**config.mk**
```make
export PLATFORM = sky130hd
export DESIGN_NAME = reg_fifo_sync
export DESIGN_NICKNAME = d
export VERILOG_FILES = /design/src/rtl/reg_fifo_sync.sv
export SDC_FILE = /design/constraint.sdc
export NUM_CORES = 1
export LEC_CHECK = 0
export CAP_MARGIN = 20
export CORE_MARGIN = 8
export CORE_UTILIZATION = 25
export CTS_CLUSTER_SIZE = 28
export DETAILED_ROUTE_END_ITERATION = 7
export PLACE_DENSITY = 0.49
export SLEW_MARGIN = 20
export SYNTH_ARGS = -nofsm -noshare
export SYNTH_HDL_FRONTEND = slang
export SYNTH_SLANG_ARGS = --single-unit
export TNS_END_PERCENT = 100
```
**constraint.sdc**
```tcl
create_clock -name clk -period 6.05 [get_ports clk]
set_input_delay 1.21 -clock clk [delete_from_list [all_inputs] [get_ports clk]]
set_output_delay 1.21 -clock clk [all_outputs]
set_load 0.05 [all_outputs]
```
**src/rtl/reg_fifo_sync.sv**
```systemverilog
// Synchronous register-bank FIFO with registered read data and count-decoded flags.
// Optional sticky overflow/underflow flags are enabled by defining REG_FIFO_ERR_FLAGS_EN.
module reg_fifo_sync #(
  parameter  int WIDTH = 8,
  parameter  int DEPTH = 4,
  localparam int AW    = $clog2(DEPTH)
) (
  input  logic             clk,
  input  logic             Re,
  input  logic             wr_en,
  input  logic [WIDTH-1:0] din,
  input  logic             rd_en,
  output logic [WIDTH-1:0] dout,
  output logic             full,
  output logic             empty,
`ifdef REG_FIFO_ERR_FLAGS_EN
  output logic             ovf,
  output logic             udf,
`endif
  output logic [AW:0]      count
);

  localparam logic [AW:0] FULL_COUNT = (AW+1)'(DEPTH);

  logic [WIDTH-1:0] mem [DEPTH];
  logic [AW-1:0]    wr_ptr;
  logic [AW-1:0]    rd_ptr;
  logic             wr_acc;
  logic             rd_acc;

  assign full  = (count == FULL_COUNT);
  assign empty = (count == '0);

  // A simultaneous read frees a slot, so a write into a full FIFO is still accepted.
  assign wr_acc = wr_en & (~full | rd_en);
  assign rd_acc = rd_en & ~empty;

  always_ff @(posedge clk) begin
    if (!Re && wr_acc) begin
      mem[wr_ptr] <= din;
    end
  end

  always_ff @(posedge clk) begin
    if (Re) begin
      wr_ptr <= '0;
      rd_ptr <= '0;
      count  <= '0;
      dout   <= '0;
    end else begin
      if (wr_acc) begin
        wr_ptr <= wr_ptr + 1'b1;
      end
      if (rd_acc) begin
        rd_ptr <= rd_ptr + 1'b1;
        dout   <= mem[rd_ptr];
      end
      if (wr_acc && !rd_acc) begin
        count <= count + 1'b1;
      end else if (rd_acc && !wr_acc) begin
        count <= count - 1'b1;
      end
    end
  end

`ifdef REG_FIFO_ERR_FLAGS_EN
  // Sticky until reset.
  always_ff @(posedge clk) begin
    if (Re) begin
      ovf <= 1'b0;
      udf <= 1'b0;
    end else begin
      if (wr_en && full && !rd_en) begin
        ovf <= 1'b1;
      end
      if (rd_en && empty) begin
        udf <= 1'b1;
      end
    end
  end
`endif

endmodule
```
==> impl_metrics.json <==
{
  "drt-met1-wl_um": 1580,
  "crit_fanout": 11,
  "cts-htree-levels": 2,
  "crit_path_cell_trace": "clkdlybuf4s50_1 -> o31a_2 -> inv_1 -> ha_1 -> inv_1 -> fa_1 -> xor2_1 -> or3_2 -> a21oi_1",
  "row_count": 31,
  "vias": 1034,
  "ys_seq_area_frac": 0.672,
  "clkLatencyLatePin_ps": 300,
  "grt_pass1_wl_um": 5840,
  "synth_top_area_share": 0.512,
  "final_cell_mix": "32 x edfxtp_1, 24 x clkdlybuf4s50_1, 16 x nand2_1",
  "reg2reg_from": "count[0]",
  "hold_path_class": "reg -> reg",
  "slew_viol_final": 0,
  "grt_usage": 0.0772,
  "area_growth_pct": 24.4,
  "final.min_clock_period_ps": 3320,
  "clockBufferDepth": 2,
  "die_y_um": 103,
  "wl_per_cell_um": 14.4,
  "maxSlewHeadroom": 0.536,
  "cts-resized-gates": 0,
  "cts.sinks": 47,
  "die_area_mm2": 0.0105,
  "async_reset_ff_frac": 0,
  "cp.required_ps": 6280,
  "crit_path_frequent_cell": "inv_1",
  "ys_seq_elements": 47,
  "postRouteAntennaNets": 0,
  "period_share": 0.548,
  "final.fill_count": 731,
  "numCtsBuffers": 5,
  "skew_ps": 11.1,
  "syn_area_mm2": 0.00188,
  "endpoint_kind": "flop",
  "post-cts-setup-buffer-count": 0,
  "drt_wl_total_um": 3660,
  "num_io_pins": 25,
  "syn_avg_cell_area_um2": 15.0,
  "hold_viol_final": 0,
  "hp-start": "dout[6]",
  "min_to": "dout[6]",
  "crit_buf_inv": 3,
  "port_buffers": 24,
  "layout-drive-gt1-share": 0.168,
  "met3_wirelength_um": 244,
  "setup_viol_count_final": 0,
  "hold-path-cell-count": 2,
  "ys.flop_type": "edfxtp_1",
  "worst_path_max_delay_cell": "clkdlybuf4s50_1",
  "fin_nets": 172,
  "yosys.cell_types.count": 27,
  "reg2reg_slack_ps": 3490,
  "ff2ff_path_depth": 8,
  "path_clk_slew_ps": 100,
  "status": "complete, no violations",
  "cts_root_buffer": "clkbuf_8",
  "highest_layer": "met4",
  "fmax_ghz": 0.302,
  "path_class": "in -> reg",
  "synth_edf_count": 32,
  "peakVddDrop_mv": 0.0855,
  "core_mm2": 0.00725,
  "cts_hold_buf": 0,
  "power_uw": 968,
  "grt_max_degree": 22,
  "grt_pass1_vias": 1120,
  "timing.rr.end": "count[2]",
  "diodes": 0,
  "yosysTopAreaCell": "edfxtp_1",
  "yosys-top-cells-area": "edfxtp_1 51%, dfxtp_1 16%, mux4_2 9.6%",
  "antenna_found_initial": 0,
  "tns_ps": 0,
  "grt.overflow.total": 0,
  "rsz0062_at_grt": "no",
  "arrival_ps": 3540,
  "power_leakage_uw": 0.000774,
  "yosysWarningCount": 0,
  "syn_inst": 125,
  "final_common_cell": "edfxtp_1",
  "fin_util": 0.322,
  "powerDensity_mw_per_mm2": 414,
  "max-cap-violations": 0,
  "start_util": 0.259,
  "die_w_um": 103,
  "vias_per_cell": 4.07,
  "syn_nets": 143,
  "dr_wl_met2_um": 1770,
  "cp-start-kind": "input pin",
  "worst_pin_slew_ps": 694,
  "path_delay_family": "buffers and inverters",
  "drc": 0,
  "worst_path_largest_cell_delay_ps": 460,
  "hpwl_um": 2600,
  "gp_congestion": 0.710,
  "cts_tree": "done",
  "drt_first_iter_violations": 19,
  "detail_route.first_pass.iterations": 4
}
stage by stage:
stage / setup WS (ps) / hold slack, ps / std cells / instance area, µm²
3_3_place_gp: 2490 / 453 / 246 / 2240
5_1_grt: 2560 / 487 / 254 / 2340
3_5_place_dp: 2420 / 450 / 246 / 2240
2_1_floorplan: 3060 / 481 / 125 / 1880
6_report: 2730 / 468 / 254 / 2340
4_1_cts: 2740 / 467 / 254 / 2340
area by class of cell:
cell class              instances  area [µm²]  area share
clock buffers                   5        68.8      0.0295
clock inverters                 3        23.8      0.0102
inverters                       7        26.3      0.0112
multi-input cells              65         562       0.240
flip-flops and latches         47        1260       0.540
well taps                      99         124      0.0530
repair buffers                 28         270       0.116
power by group:
part	total, µW	switching, µW	internal (µW)
logic	346	203	144
clock network	193	111	82.7
registers	428	47.0	381
per-layer routing:
metal	vias to the layer above	global-route usage
met5	-	0
met4	0	0.0339
met3	5	0.0290
met2	23	0.127
met1	499	0.0872
li1	507	-
cell families (layout without fill, tap and decap cells):
family | after synthesis | count (layout) | synth area share
simple gates | 31 | 31 | 0.0806
compound gates | 14 | 14 | 0.0460
buf+inv | 13 | 43 | 0.0293
fa+ha+maj | 6 | 6 | 0.0440
flops | 47 | 47 | 0.672
xor+xnor | 3 | 3 | 0.0140
mux | 11 | 11 | 0.115
worst register-to-register path: cells and delay by family, from the launching register on:
kind,cells,cell delay [ps]
buffers and inverters,2,340
XOR/XNOR,1,160
AND/OR/NAND/NOR,1,400
flip-flops,1,390
AO/OA/AOI/OAI,2,590
adder cells (fa/ha/maj),2,620
state kept, by name, summed over array words and instances (netlist names):
register	flops
dout	8
rd_ptr	2
wr_ptr	2
mem	32
count	3
how the worst max path moves through the flow:
stage,to,start,depth (start not counted)
2_1_floorplan,count[2],rd_en,10
3_3_place_gp,count[2],rd_en,9
3_5_place_dp,count[2],rd_en,9
4_1_cts,count[2],rd_en,9
5_1_grt,count[2],rd_en,9
6_report,count[2],rd_en,9
Yosys cell counts (2+ instances only):
cell,instances
mux4_2,8
edfxtp_1,32
inv_1,6
nand2_1,16
xor2_1,2
ha_1,5
a21oi_1,10
nor2_1,5
nor3b_1,4
o21ai_0,2
clkbuf_1,2
nand2b_1,2
buf_2,2
dfxtp_1,15
mux2i_1,2
Note: power is estimated with default switching activity, not from simulation.
==> variant 1: new RTL, same settings <==
Register the output `count` once more, without a reset; this adds one clock of latency there. The other outputs are not delayed to match. Comments in the files are not updated.
--- a/src/rtl/reg_fifo_sync.sv
+++ b/src/rtl/reg_fifo_sync.sv
@@ -22,14 +22,16 @@
 
   localparam logic [AW:0] FULL_COUNT = (AW+1)'(DEPTH);
 
+  logic [AW:0] count_s0;
+
   logic [WIDTH-1:0] mem [DEPTH];
   logic [AW-1:0]    wr_ptr;
   logic [AW-1:0]    rd_ptr;
   logic             wr_acc;
   logic             rd_acc;
 
-  assign full  = (count == FULL_COUNT);
-  assign empty = (count == '0);
+  assign full  = (count_s0 == FULL_COUNT);
+  assign empty = (count_s0 == '0);
 
   // A simultaneous read frees a slot, so a write into a full FIFO is still accepted.
   assign wr_acc = wr_en & (~full | rd_en);
@@ -45,7 +47,7 @@
     if (Re) begin
       wr_ptr <= '0;
       rd_ptr <= '0;
-      count  <= '0;
+      count_s0 <= '0;
       dout   <= '0;
     end else begin
       if (wr_acc) begin
@@ -56,9 +58,9 @@
         dout   <= mem[rd_ptr];
       end
       if (wr_acc && !rd_acc) begin
-        count <= count + 1'b1;
+        count_s0 <= count_s0 + 1'b1;
       end else if (rd_acc && !wr_acc) begin
-        count <= count - 1'b1;
+        count_s0 <= count_s0 - 1'b1;
       end
     end
   end
@@ -80,4 +82,8 @@
   end
 `endif
 
+  always_ff @(posedge clk) begin
+    count <= count_s0;
+  end
+
 endmodule
Formal check against the unedited RTL: not equivalent (Yosys sat finds a counterexample within 4 cycles, from zero or initial values).
==> variant 1 against the unedited design <==
- synthesized area rose by 3.2%
- total power up 4.9%
- count of clock-buffer cells in the layout increased by 2
- setup slack worse by 0.043 ns
- critical path depth did not move
- final area grew 3.2%
- sequential cell count up 3
- sequential power increased by 7.2%
- wire length is 1.6% higher
- non-clock buffer count fell by 1
- critical path type unchanged
==> variant 1: results (changes against the unedited design) <==
- The worst hold margin came to 0.4189 ns (was 0.4677 ns).
- Number of stages on the worst hold path: 0 (was 2)
- The sequential area share after synthesis is 68.17% (was 67.16%).
- Gp weighted congestion: 0.6736 (was 0.7095)
* Worst Skew: 0.01229 ns (was 0.01110 ns)
* Power Internal: 0.6715 mW (was 0.6078 mW)
* Part of the power in the clock network: 22.1% (was 20.0%)
* Slew at the pin with the worst max-slew slack: 0.8099 ns (was 0.6942 ns)
- Total Routing Usage GR: 7.011% (was 7.719%)
- The cell count after placement was 251 (was 246).
- The power of the clock network came to 0.224 mW (was 0.193 mW).
- Wire length on met2: 1890 um (was 1765 um)
* Count of placed standard cells in the final layout, fillers left out: 259 (was 254)
* Top cells by area, synth: sky130_fd_sc_hd__edfxtp_1 (50%), sky130_fd_sc_hd__dfxtp_1 (19%), sky130_fd_sc_hd__mux4_2 (9.3%) (was sky130_fd_sc_hd__edfxtp_1 (51%), sky130_fd_sc_hd__dfxtp_1 (16%), sky130_fd_sc_hd__mux4_2 (9.6%))
- Synth Area in Compound Gates: 4.454% (was 4.597%)
- Worst setup slack after placement: 2.362 ns (was 2.419 ns)
- The count of filler cells inserted in the layout is 760 (was 731).
* First-pass GRT wire length: 5830 um (was 5837 um)
- Run status: finished clean (unchanged)
- The flop-to-flop setup slack came to 3.47 ns (was 3.49 ns).
- The worst flop-to-flop path startpoint was count_s0[0]$_SDFFE_PP0P_ (was count[0]$_SDFFE_PP0P_).
- DRT met1 WL: 1615 um (was 1578 um)
- The number of global-route vias before repair was 1099 (was 1120).
- Worst supply voltage drop on vdd: 0.1584 mV (was 0.08553 mV)
- Reported leakage power: 0.8062 nW (was 0.7739 nW)
* Data arrival time at the worst-slack endpoint: 3.58 ns (was 3.54 ns)
- Total length of routed met3 wires: 174 um (was 244 um)
* Endpoint, Worst Hold: count[2]$_DFF_P_ (was dout[6]$_SDFFE_PP0P_)
* Nets in the synthesized netlist: 146 (was 143)
* Post-layout net count: 174 (was 172)
- Top flop regs: mem: 32 flops, dout: 8 flops (was mem: 32 flops, dout: 8 flops, count: 3 flops)
- Routed wire length per instance: 14.34 um (was 14.40 um)
- The post-cts repair resize count was 0 (unchanged).
* Share of cells above drive strength 1: 15.29% (was 16.77%)
* Detail Placement HPWL: 2616 um (was 2599 um)
- Share of cell area taken by muxes after synthesis: 11.10% (was 11.46%)
- The ratio of routed vias to standard cells is 4.127 (was 4.071).
- The synthesized area divided by synthesized cell count came to 15.14 um2 (was 15.02 um2).
-- variant 1: layer usage --
layer | vias up | GRT usage (%)
met2 | 17 | 12.51
met5 | - | 0
met4 | 0 | 2.172
met3 | 4 | 2.788
li1 | 517 | -
met1 | 531 | 7.374
-- variant 1: worst max-delay path by stage --
stage                               endpoint  cells past startpoint  slack [ns]
CTS                 count_s0[2]$_SDFFE_PP0P_                      9        2.69
global placement    count_s0[2]$_SDFFE_PP0P_                      9        2.46
global route        count_s0[2]$_SDFFE_PP0P_                      9        2.56
finish              count_s0[2]$_SDFFE_PP0P_                      9        2.69
floorplan           count_s0[2]$_SDFFE_PP0P_                     10        3.06
detailed placement  count_s0[2]$_SDFFE_PP0P_                      9        2.36
-- variant 1: worst max-delay path: cells and delay by family --
| kind | cells | cell delay, ns |
|---|---|---|
| AO/OA/AOI/OAI | 2 | 0.36 |
| XOR/XNOR | 1 | 0.15 |
| adder cells (fa/ha/maj) | 2 | 0.62 |
| buffers and inverters | 3 | 0.82 |
| AND/OR/NAND/NOR | 1 | 0.41 |
-- variant 1: cell families (layout without fill, tap and decap cells) --
logic type,Yosys count,count (layout)
DFF,50,50
adders and majority gates,6,6
buffers and inverters,13,42
xor gates and xnor gates,3,3
AOI/OAI and AO/OA,14,14
and+or+nand+nor,31,31
muxes,11,11
-- variant 1: layout make-up --
type / instances / area, um2 / area share, %
inverters: 7 / 26.28 / 1.090
flip-flops and latches: 50 / 1321 / 54.80
multi-input cells: 65 / 566.8 / 23.51
clock buffers: 7 / 76.32 / 3.166
clock inverters: 1 / 30.03 / 1.245
repair buffers: 27 / 262.8 / 10.90
well taps: 102 / 127.6 / 5.293
==> variant 2: new RTL, config.mk and constraints unchanged <==
Made on the original files. Change the parameter `WIDTH` from 8 to 12.
--- a/src/rtl/reg_fifo_sync.sv
+++ b/src/rtl/reg_fifo_sync.sv
@@ -1,7 +1,7 @@
 // Synchronous register-bank FIFO with registered read data and count-decoded flags.
 // Optional sticky overflow/underflow flags are enabled by defining REG_FIFO_ERR_FLAGS_EN.
 module reg_fifo_sync #(
-  parameter  int WIDTH = 8,
+  parameter  int WIDTH = 12,
   parameter  int DEPTH = 4,
   localparam int AW    = $clog2(DEPTH)
 ) (
Interface: changed (resized din and dout); port bits go from 25 to 33. No check against the original RTL was run, so the function may have changed too.
==> variant 2 against the unedited design <==
- via count rose by 29%
- synthesized cell count rose by 9.6%
- final area rose by 39%
- total power is 42% higher
- maximum frequency is 1.1% higher
- utilization shrank 0.11 points
- sequential cell count rose by 20
- wire length increased by 42%
- sequential share of layout area grew 2.2 points
- synthesized area grew 36%
- setup slack better by 0.036 ns
- largest cell class unchanged
- highest routed layer unchanged
==> variant 2: results (changes against the unedited design) <==
- Sw frac: 33.29% (was 37.21%)
- The flop-to-flop setup slack came to 3.63 ns (was 3.49 ns).
- The routed length per instance was 16.29 um (was 14.40 um).
- Vias in the first global route: 1496 (was 1120)
* Number of instances in the placed design: 303 (was 246)
* H-tree levels: 3 (was 2)
* Arithmetic-cell share of the synthesized area counting full adders, half adders and majority gates: 3.245% (was 4.397%)
* Hold_ws: 0.4780 ns (was 0.4677 ns)
- The share of the synthesized area in the top cell type was 56.64% (was 51.17%).
- Number of clock buffers in the layout: 12 (was 5)
- The met3 capacity usage during global routing came to 3.746% (was 2.903%).
- The number of buffers created by CTS is 9 (was 5).
* Wire length on met2: 2463 um (was 1765 um)
- The amount of wire on met3 after detailed routing is 341 um (was 244 um).
- The met1 track demand over resource in global routing was 10.17% (was 8.715%).
- Pin count of the biggest net entering global routing: 16 (was 22)
- Run status: finished clean (unchanged).
- Sequential Power Share: 44.8% (was 44.3%)
- Via count: 1334 (was 1034)
* Detail Placement HPWL: 3305 um (was 2599 um)
* Nets in the synthesized netlist: 159 (was 143)
- Proportion of synthesized chip area in sequential cells: 71.58% (was 67.16%)
- The minimum setup slack after placement was 2.635 ns (was 2.419 ns).
- DRT met1 WL: 2331 um (was 1578 um)
- The count of multi-input gates was 59 (was 65).
- Worst reg2reg startpoint: count[2]$_SDFFE_PP0P_ (was count[0]$_SDFFE_PP0P_)
- Area share of buffers outside the clock network: 11.05% (was 11.57%)
- The highest net fanout along the worst path is 7 (was 11).
-- variant 2: cell count changes after synthesis, moves of 2 or more --
cell,delta
sky130_fd_sc_hd__a21oi_1,-9
sky130_fd_sc_hd__a22o_1,+12
sky130_fd_sc_hd__dfxtp_1,+4
sky130_fd_sc_hd__edfxtp_1,+16
sky130_fd_sc_hd__inv_1,-2
sky130_fd_sc_hd__mux4_2,+4
sky130_fd_sc_hd__nand2_1,-16
sky130_fd_sc_hd__nor2_1,+2
sky130_fd_sc_hd__xor2_1,+2
-- variant 2: worst max path at each step --
| stage | start | endpoint | slack [ns] |
|---|---|---|---|
| after floorplan | count[0]$_SDFFE_PP0P_ | empty | 3.13 |
| after global placement | rd_en | count[2]$_SDFFE_PP0P_ | 2.71 |
| after detailed placement | rd_en | count[2]$_SDFFE_PP0P_ | 2.63 |
| after CTS | count[2]$_SDFFE_PP0P_ | full | 2.73 |
| after global routing | count[2]$_SDFFE_PP0P_ | full | 2.65 |
| final | count[2]$_SDFFE_PP0P_ | full | 2.77 |
